### src/rtl/alu4_if.sv
// rtl/alu4_if.sv - operand/result bundle for alu4; Zero/Overflow present only with ALU_FLAGS_EN
interface alu4_if #(
  parameter int WIDTH = 4
);
  logic             in_valid;
  logic [WIDTH-1:0] A;
  logic [WIDTH-1:0] B;
  logic [2:0]       ALU_Sel;
  logic             out_valid;
  logic [WIDTH-1:0] ALU_Out;
  logic             Carry_Out;
`ifdef ALU_FLAGS_EN
  logic             Zero;
  logic             Overflow;

  modport master (
    output in_valid, A, B, ALU_Sel,
    input  out_valid, ALU_Out, Carry_Out, Zero, Overflow
  );

  modport slave (
    input  in_valid, A, B, ALU_Sel,
    output out_valid, ALU_Out, Carry_Out, Zero, Overflow
  );
`else
  modport master (
    output in_valid, A, B, ALU_Sel,
    input  out_valid, ALU_Out, Carry_Out
  );

  modport slave (
    input  in_valid, A, B, ALU_Sel,
    output out_valid, ALU_Out, Carry_Out
  );
`endif
endinterface

### src/rtl/alu4.sv
// rtl/alu4.sv - one-cycle registered ALU (ADD/SUB/AND/OR/XOR/NOT/SHL/SHR); optional flags via ALU_FLAGS_EN
module alu4 #(
  parameter int WIDTH = 4
) (
  input logic   clk,
  input logic   rst,
  alu4_if.slave bus
);

  localparam int MSB = WIDTH - 1;

  logic [WIDTH:0]   sum;
  logic [WIDTH:0]   diff;
  logic [WIDTH-1:0] res;
  logic             carry;

  logic             valid_d, valid_q;
  logic [WIDTH-1:0] out_d, out_q;
  logic             carry_d, carry_q;

`ifdef ALU_FLAGS_EN
  logic             ovf;
  logic             zero_d, zero_q;
  logic             ovf_d, ovf_q;
`endif

  // Result and carry/borrow for the selected operation, from the current inputs
  always_comb begin
    sum   = {1'b0, bus.A} + {1'b0, bus.B};
    diff  = {1'b0, bus.A} - {1'b0, bus.B};
    res   = '0;
    carry = 1'b0;
    case (bus.ALU_Sel)
      3'b000: begin
        res   = sum[MSB:0];
        carry = sum[WIDTH];
      end
      3'b001: begin
        // The extra top bit of the widened difference is set exactly when A < B
        res   = diff[MSB:0];
        carry = diff[WIDTH];
      end
      3'b010: res = bus.A & bus.B;
      3'b011: res = bus.A | bus.B;
      3'b100: res = bus.A ^ bus.B;
      3'b101: res = ~bus.A;
      3'b110: begin
        res   = {bus.A[MSB-1:0], 1'b0};
        carry = bus.A[MSB];
      end
      3'b111: begin
        res   = {1'b0, bus.A[MSB:1]};
        carry = bus.A[0];
      end
    endcase
  end

`ifdef ALU_FLAGS_EN
  // Signed overflow: ADD with like-signed operands, SUB with unlike-signed operands, when the sign flips
  always_comb begin
    ovf = 1'b0;
    if (bus.ALU_Sel == 3'b000)
      ovf = (bus.A[MSB] == bus.B[MSB]) && (res[MSB] != bus.A[MSB]);
    else if (bus.ALU_Sel == 3'b001)
      ovf = (bus.A[MSB] != bus.B[MSB]) && (res[MSB] != bus.A[MSB]);
  end
`endif

  // Next-state: load a new result when in_valid, otherwise hold; out_valid follows in_valid
  always_comb begin
    valid_d = bus.in_valid;
    out_d   = out_q;
    carry_d = carry_q;
`ifdef ALU_FLAGS_EN
    zero_d  = zero_q;
    ovf_d   = ovf_q;
`endif
    if (bus.in_valid) begin
      out_d   = res;
      carry_d = carry;
`ifdef ALU_FLAGS_EN
      zero_d  = (res == '0);
      ovf_d   = ovf;
`endif
    end
  end

  // Output registers; reset wins over a same-cycle input
  always_ff @(posedge clk) begin
    if (rst) begin
      valid_q <= 1'b0;
      out_q   <= '0;
      carry_q <= 1'b0;
`ifdef ALU_FLAGS_EN
      zero_q  <= 1'b0;
      ovf_q   <= 1'b0;
`endif
    end else begin
      valid_q <= valid_d;
      out_q   <= out_d;
      carry_q <= carry_d;
`ifdef ALU_FLAGS_EN
      zero_q  <= zero_d;
      ovf_q   <= ovf_d;
`endif
    end
  end

  assign bus.out_valid = valid_q;
  assign bus.ALU_Out   = out_q;
  assign bus.Carry_Out = carry_q;
`ifdef ALU_FLAGS_EN
  assign bus.Zero      = zero_q;
  assign bus.Overflow  = ovf_q;
`endif

endmodule

### src/flat_wrapper.sv
// flat-port wrapper written by rule: the top's interface ports become plain ports
module alu4_flat 
#(
  parameter int WIDTH = 4
)
  (clk, rst, bus_in_valid, bus_A, bus_B, bus_ALU_Sel, bus_out_valid, bus_ALU_Out, bus_Carry_Out);
  alu4_if #(.WIDTH(WIDTH)) bus_i ();
  input logic clk;
  input logic rst;
  input wire logic [$bits(bus_i.in_valid)-1:0] bus_in_valid;
  input wire logic [$bits(bus_i.A)-1:0] bus_A;
  input wire logic [$bits(bus_i.B)-1:0] bus_B;
  input wire logic [$bits(bus_i.ALU_Sel)-1:0] bus_ALU_Sel;
  output wire logic [$bits(bus_i.out_valid)-1:0] bus_out_valid;
  output wire logic [$bits(bus_i.ALU_Out)-1:0] bus_ALU_Out;
  output wire logic [$bits(bus_i.Carry_Out)-1:0] bus_Carry_Out;
  assign bus_i.in_valid = bus_in_valid;
  assign bus_i.A = bus_A;
  assign bus_i.B = bus_B;
  assign bus_i.ALU_Sel = bus_ALU_Sel;
  assign bus_out_valid = bus_i.out_valid;
  assign bus_ALU_Out = bus_i.ALU_Out;
  assign bus_Carry_Out = bus_i.Carry_Out;
  alu4 #(.WIDTH(WIDTH)) u_core (.clk(clk), .rst(rst), .bus(bus_i));
endmodule
### config.mk
export PLATFORM = sky130hd
export DESIGN_NAME = alu4_flat
export DESIGN_NICKNAME = d
export VERILOG_FILES = /design/src/rtl/alu4_if.sv /design/src/rtl/alu4.sv /design/src/flat_wrapper.sv
export SDC_FILE = /design/constraint.sdc
export NUM_CORES = 1
export LEC_CHECK = 0
export BUFFER_PORTS_ARGS = -buffer_cell sky130_fd_sc_hd__buf_2
export CAP_MARGIN = 20
export CORE_UTILIZATION = 47
export DETAILED_ROUTE_END_ITERATION = 7
export GPL_TIMING_DRIVEN = 1
export PLACE_DENSITY_LB_ADDON = 0.05
export SYNTH_ARGS = -nofsm -noshare
export SYNTH_HDL_FRONTEND = slang
export SYNTH_SLANG_ARGS = --single-unit
export TNS_END_PERCENT = 10
### constraint.sdc
create_clock -name clk -period 1.6 [get_ports clk]
set_input_delay 0.32 -clock clk [delete_from_list [all_inputs] [get_ports clk]]
set_output_delay 0.32 -clock clk [all_outputs]
set_load 0.01 [all_outputs]
==> results.txt, run 1 <==
- Largest cells by area after synthesis: ha_1 (18%), dfxtp_1 (14%), inv_1 (6.2%), nor2_1 (5.8%), a21oi_1 (4.7%)
* Distinct cell type count after synthesis: 38
- In the final design database the tool counted 166 nets.
* Mapped Avg Cell Area: 7.99 µm²
- Hold/Removal Path Class: input port to flip-flop
* Final Hold Violating Endpoints: 0
- Leaving out fill and tap cells, the most frequent cell in the layout is buf_2.
- For the worst-skew pair, the clock arrives at the later sink with an insertion delay of 240 ps.
- The first detailed-routing pass ran for 4 iterations.
- After floorplanning, the core was sized to cover 1590 µm².
* Cell type with the largest total area after synthesis: ha_1
* Buffers on Ports: 19
- In the routed design, unresolved DRC markers number 0.
- Fraction of layout cells with a size suffix above 1: 34.6%
- Relative max-transition margin: 78.4%
* Number of warnings issued by yosys: 0
- Data on the critical path is required at its endpoint by 1740 ps.
* Actual slew at the worst max-slew pin: 319 ps
- Arrival @ worst endpoint: 1740 ps
* Average wire per cell in the routed design: 12.5 µm
- Total wire length: 2000 µm
- Pins over their slew limit: 0
- The finished layout holds 160 standard cells, fillers aside.
- Final ANT Viol Nets: 0
* Max Fclk: 628 MHz
* Die Width: 44.5 µm
- After detailed routing, the number of vias per cell comes to 5.38.
- Once the floorplan was initialized, standard cells occupied 53.1% of the core.
- Number of filler instances in the final layout: 147
- Along the worst path, the maximum fanout reaches 3.
- Maximum VDD drop: 629 µV
- Num CTS Buffers: 3
- The analysis attributes to cell leakage a power of 0.000533 µW.
- Max-cap violations in this run came to 0.
* Total power density per cell area: 518 nW/µm²
* Die Outline Area: 1980 µm²
- The number of nets in the synthesized netlist is 134.
* Height of the die: 44.5 µm
- Last weighted congestion value of the routability-driven placer: 0.802
- The smallest clock period supported by the final layout is computed as 1590 ps.
* Total Routing Usage GR: 23.4%
- Clock sink total: 6
- After the first detailed-routing iteration, the DRC count stood at 12.
- Setup Viol. Count Final: 0
* Via count: 860
- In this run, synthesis produced a sequential element count of 6.
* Post-Route Hold Slack: 370 ps
- The run finished with clean final reports.
* Post-Syn Instances: 106
* Final global-route overflow total: 0
- Clock tree buffer depth: 2
- Root buffer cell: clkbuf_4
* # IOs: 20
- Pin count of the biggest net entering global routing: 18
- Initial antenna violation count: 0
- Largest clock skew in the final design: 0 ps
* CTS H-Tree Depth: 1
- Leading cell types in the layout, fill and taps excluded: buf_2 (18), nor2_1 (13), buf_4 (13), inv_1 (12), ha_1 (11)
- From synthesis to final layout, the design area changed by 26.4%.
* Unrepaired setup endpoints after global routing: true
- OpenSTA, run right after detailed placement, puts the worst setup slack at -280 ps.
* Global-route wire length before repair: 3450 µm
- Post-synthesis sequential area ratio: 14.2%
- Half-perimeter wire length of the detailed placement result: 1630 µm
- Crit share post-route: 99.5%
- Number of hold buffers added after cts: 0
* Critical Setup Path Class: input port to flip-flop
- Row generation in the floorplan step produced 14 rows.
- Post-synth design cell area: 847 µm²
- Antenna cell count: 0
- The via count of the first global-routing pass is 829.
- TritonCTS built the clock tree.
* Minimum setup slack in the final design: 7.57 ps
* Startpoint Class: input port
* Area share of the leading cell type in the synthesized netlist: 17.7%
- After detailed placement, the design holds a cell count of 157.
* Final-layout setup total negative slack: 0 ps
- Clock slew seen by the registers of the worst setup and hold paths: 40 ps
* Crit. End Element: flip-flop
-- metal layers --
layer  vias to the layer above  share of wire, %  global-route usage [%]
li1                        433                 -                       -
met1                       400                44                    29.8
met2                        27                51                    42.1
met3                         0               4.3                    6.12
met4                         0                 0                       0
met5                         -                 0                       0
-- synth_stat cells (all sizes together) --
cell type and count:
nor2 13, mux2i 4, o211a 1, o31ai 1
a21o 2, nand3b 1, a21oi 8, a31oi 1
nand4 1, fa 2, nor2b 1, nor3 1
a221oi 2, buf 4, a311oi 1, o2111ai 1
inv 16, nand2 6, nor4 1, xor2 2
nand2b 1, a211oi 3, o211ai 3, dfxtp 6
nand3 2, o311ai 1, ha 12, nor4b 1
mux2 1, o41ai 1, o21ai 6
-- per-stage QoR --
stage	power, µW	cell area, µm²	utilization, %
after CTS	561	1070	67.0
after global routing	601	1070	67.2
after floorplan	328	862	-
after global placement	415	1050	65.6
final	555	1070	67.2
after detailed placement	420	1050	65.6
-- final timing paths --
check                         from               endpoint  slack, ps  depth (start not counted)
max                       bus_A[0]  u_core.bus.ALU_Out[1]          8                          9
min                            rst  u_core.bus.ALU_Out[0]        370                          2
max reg2reg  u_core.bus.ALU_Out[3]  u_core.bus.ALU_Out[3]        770                          4
min reg2reg  u_core.bus.ALU_Out[2]  u_core.bus.ALU_Out[2]        490                          2
-- sequential cells by signal, summed over array words and instances (netlist names) --
name                  flops
u_core.bus.ALU_Out        4
u_core.bus.Carry_Out      1
u_core.bus.out_valid      1
-- layout make-up --
type | instances | area, µm² | area share [%]
clock buffers | 3 | 22.5 | 2.10
inverters | 16 | 62.6 | 5.84
multi-input cells | 80 | 648 | 60.5
flip-flops and latches | 6 | 120 | 11.2
well taps | 24 | 30.0 | 2.80
repair buffers | 31 | 188 | 17.5
-- report_power, final --
part           total (µW)  switching, µW  internal (µW)
logic                 253            139            114
registers             167           4.74            162
clock network         135           50.4           84.6
total                 555            195            360
-- worst max-delay path, cell delays in order --
cell and delay [ps]:
buf_4 130, inv_4 60, ha_4 130, inv_1 40, fa_1 470, nor2_1 50
a211oi_2 180, a221oi_2 90, o41ai_2 270
-- timing repair --
item                                    in CTS  in global routing
gates resized for setup                      0                  2
buffers inserted                             0                  0
endpoints found under the setup margin       2                  4
pin swaps                                    1                  2
endpoints found under the hold margin        0                  0
-- cells by family (layout without fill, tap and decap cells) --
kind of cell    count (synthesis)  count (layout)  synth area share (%)
simple gates                   28              28                  16.7
xor+xnor                        2               2                  2.07
compound gates                 31              31                  27.8
mux                             5               5                  6.06
fa+ha+maj                      14              14                  22.5
buf+inv                        20              50                  10.8
flops                           6               6                  14.2
No activity file was read; power rests on OpenSTA's default activity.
==> run 2, diff against run 1 <==
--- a/config.mk
+++ b/config.mk
@@ -9,3 +9,3 @@
 export CAP_MARGIN = 20
-export CORE_UTILIZATION = 47
+export CORE_UTILIZATION = 52
 export DETAILED_ROUTE_END_ITERATION = 7
==> constraint.sdc (replaced) <==
create_clock -name clk -period 1.8 [get_ports clk]
set_input_delay 0.27 -clock clk [delete_from_list [all_inputs] [get_ports clk]]
set_output_delay 0.27 -clock clk [all_outputs]
set_load 0.01 [all_outputs]
==> run 2 against run 1 <==
Compared with the run above:
- final cell count is 11% lower
- worst setup slack better by 120 ps
- core utilization is 2.9 points lower
- critical path depth stayed put
- cell area is 9.6% lower
- combinational power is 19% lower
- via count is 4.9% lower
- clock-buffer cell count stayed put
- sequential share of layout area is 1.2 points higher
- global-route usage hardly changed
- worst hold slack worse by 74 ps
- sequential cell count stayed put
- largest cell class unchanged
==> results.txt, run 2 (synthesis results as in run 1) <==
- The worst-case setup slack after placement was -120 ps (was -280 ps).
* Clock slew seen by the registers of the worst setup and hold paths: 50 ps (was 40 ps)
* Final-layout setup total negative slack: 0 ps (unchanged)
* Via count: 818 (was 860)
* Total power density per cell area: 490 nW/µm² (was 518 nW/µm²)
- The largest stage delay on the critical path is 470 ps (about the same).
- Startpoint Class: input port (unchanged)
* Pin count of the biggest net entering global routing: 18 (unchanged)
- Maximum VDD drop: 628 µV (was 629 µV)
- The worst slew margin relative to its limit was 75.7% (was 78.4%).
* Antenna cell count: 0 (unchanged)
* Largest clock skew in the final design: 0 ps (unchanged)
- Core region area: 1510 µm² (was 1590 µm²)
- Outcome: finished clean (unchanged).
* Clock sink total: 6 (unchanged)
* Total Routing Usage GR: 23.4% (about the same)
- The layout overhead on the synthesized area came to 14.3% (was 26.4%).
- The total congestion overflow after global routing was 0 (unchanged).
- Fraction of layout cells with a size suffix above 1: 27.0% (was 34.6%)
- Initial antenna violation count: 0 (unchanged)
* Max Fclk: 599 MHz
- The kind of critical path is input port to flip-flop (unchanged).
- The average wire per standard cell came to 13.7 µm (was 12.5 µm).
- The die area was 1790 µm² (was 1980 µm²).
* Half-perimeter wire length of the detailed placement result: 1540 µm (was 1630 µm)
- The most common cell after layout, fill and taps aside was buf_2 (unchanged).
- The post-route antenna net violation count is 0 (unchanged).
- Last weighted congestion value of the routability-driven placer: 0.806 (was 0.802)
* Worst path slowest cell: fa_1 (unchanged)
- The total setup buffers inserted after CTS is 0 (unchanged).
- Vias per std cell: 5.76 (was 5.38)
- The DRC violation count after routing came to 0 (unchanged).
- The kind of end point of the critical path is a flip-flop (unchanged).
* Largest fanout on the critical path: 3 (unchanged)
- The flip-flop count of the largest register after layout was 4 (unchanged).
- Pins over their slew limit: 0 (unchanged)
* Setup Viol. Count Final: 0 (unchanged)
* Minimum setup slack in the final design: 129 ps (was 7.57 ps)
* Number of filler instances in the final layout: 151 (was 147)
- First-pass DRT Iterations: 4 (unchanged)
* Root buffer cell: clkbuf_4 (unchanged)
- # resized after CTS: 0 (unchanged)
* Buffers on Ports: 19 (unchanged)
- Number of cells on the worst hold path: 2 (unchanged)
* Worst Path Required: 1950 ps (was 1740 ps)
- Num CTS Buffers: 3 (unchanged)
* Cells on worst reg2reg path: 4 (unchanged)
* # IOs: 20 (unchanged)
* Arrival @ worst endpoint: 1820 ps (was 1740 ps)
- The transition time at the pin with the least slew margin is 359 ps (was 319 ps).
- Effective utilization at floorplan: 56.2% (was 53.1%)
- The clock tree from TritonCTS is done (unchanged).
* Number of cells after detailed placement: 139 (was 157)
- The worst hold slack after final layout was 296 ps (was 370 ps).
- Unrepaired setup endpoints after global routing: false (was true).
- Crit share post-route: 92.8%
* Height of the die: 42.4 µm (was 44.5 µm)
* Post-layout minimum cycle time: 1670 ps
- The worst-skew pair later-pin latency came to 240 ps (about the same).
- Maximum Capacitance Violations: 0 (unchanged)
- The standby leakage power was 0.000486 µW (was 0.000533 µW).
* Final Hold Violating Endpoints: 0 (unchanged)
- CTS H-Tree Depth: 1 (unchanged)
* Number of hold buffers added after cts: 0 (unchanged)
- Clock tree buffer depth: 2 (unchanged)
* Global-route wire length before repair: 3240 µm (was 3450 µm)
* Leading cell types in the layout, fill and taps excluded: buf_2 (19), inv_1 (14), nor2_1 (13), ha_1 (12), a21oi_1 (8) (was buf_2 (18), nor2_1 (13), buf_4 (13), inv_1 (12), ha_1 (11))
- Hold/Removal Path Class: input port to flip-flop (unchanged)
- Worst path cell trace: buf_2 > inv_1 > ha_1 > inv_1 > fa_1 > nor2_1 > a211oi_2 > a221oi_2 > o41ai_2 (was buf_4 > inv_4 > ha_4 > inv_1 > fa_1 > nor2_1 > a211oi_2 > a221oi_2 > o41ai_2)
- Number of violations reported at the end of detailed-routing iteration 0: 15 (was 12)
- Die Width: 42.4 µm (was 44.5 µm)
- The number of placement rows came to 14 (unchanged).
* Number of global-route vias before repair: 792 (was 829)
- Filler-free cell count of the finished design: 142 (was 160)
* # nets final: 156 (was 166)
- The routed wire length was 1940 µm (was 2000 µm).
- Most numerous cell on the critical path: inv_1
run 2: cell count changes in the layout (fill, tap and decap cells not counted), sizes merged:
cell / previous run / this run
buf: 31 / 21
run 2: worst paths after layout:
check / startpoint / endpoint / slack, ps
setup / recovery: bus_A[0] / u_core.bus.ALU_Out[1] / 130
hold / removal: rst / u_core.bus.ALU_Out[0] / 300
setup reg to reg: u_core.bus.ALU_Out[3] / u_core.bus.ALU_Out[3] / 960
hold reg to reg: u_core.bus.ALU_Out[2] / u_core.bus.ALU_Out[2] / 480
run 2: critical path: cells and delay by family:
family,cells,cell delay [ps]
buffers and inverters,3,250
AND/OR/NAND/NOR,1,50
AO/OA/AOI/OAI,3,610
adder cells (fa/ha/maj),2,640
run 2: metal layers:
| layer | track usage, % | routed length [µm] | up-vias |
|---|---|---|---|
| met4 | 1.88 | 14 | 0 |
| li1 | - | - | 413 |
| met1 | 29.8 | 910 | 383 |
| met3 | 7.76 | 79 | 2 |
| met5 | 0 | 0 | - |
| met2 | 40.0 | 936 | 20 |
run 2: cell type report:
| type | instances | area [µm²] | share of cell area, % |
|---|---|---|---|
| inverters | 16 | 60.1 | 6.20 |
| flip-flops and latches | 6 | 120 | 12.4 |
| multi-input cells | 80 | 636 | 65.6 |
| clock buffers | 3 | 22.5 | 2.33 |
| well taps | 16 | 20.0 | 2.07 |
| repair buffers | 21 | 110 | 11.4 |
run 2: power breakdown:
part | switching (µW) | total [µW] | internal, µW
Clock | 48.0 | 123 | 75.4
Combinational | 118 | 204 | 85.2
Sequential | 3.86 | 148 | 144
Total | 170 | 475 | 305
run 2: per-stage QoR:
stage	cell area (µm²)	util (%)	total power [µW]
after detailed placement	946	62.8	353
after global routing	968	64.3	513
after CTS	968	64.3	479
after global placement	946	62.8	347
after floorplan	847	-	290
final	968	64.3	475
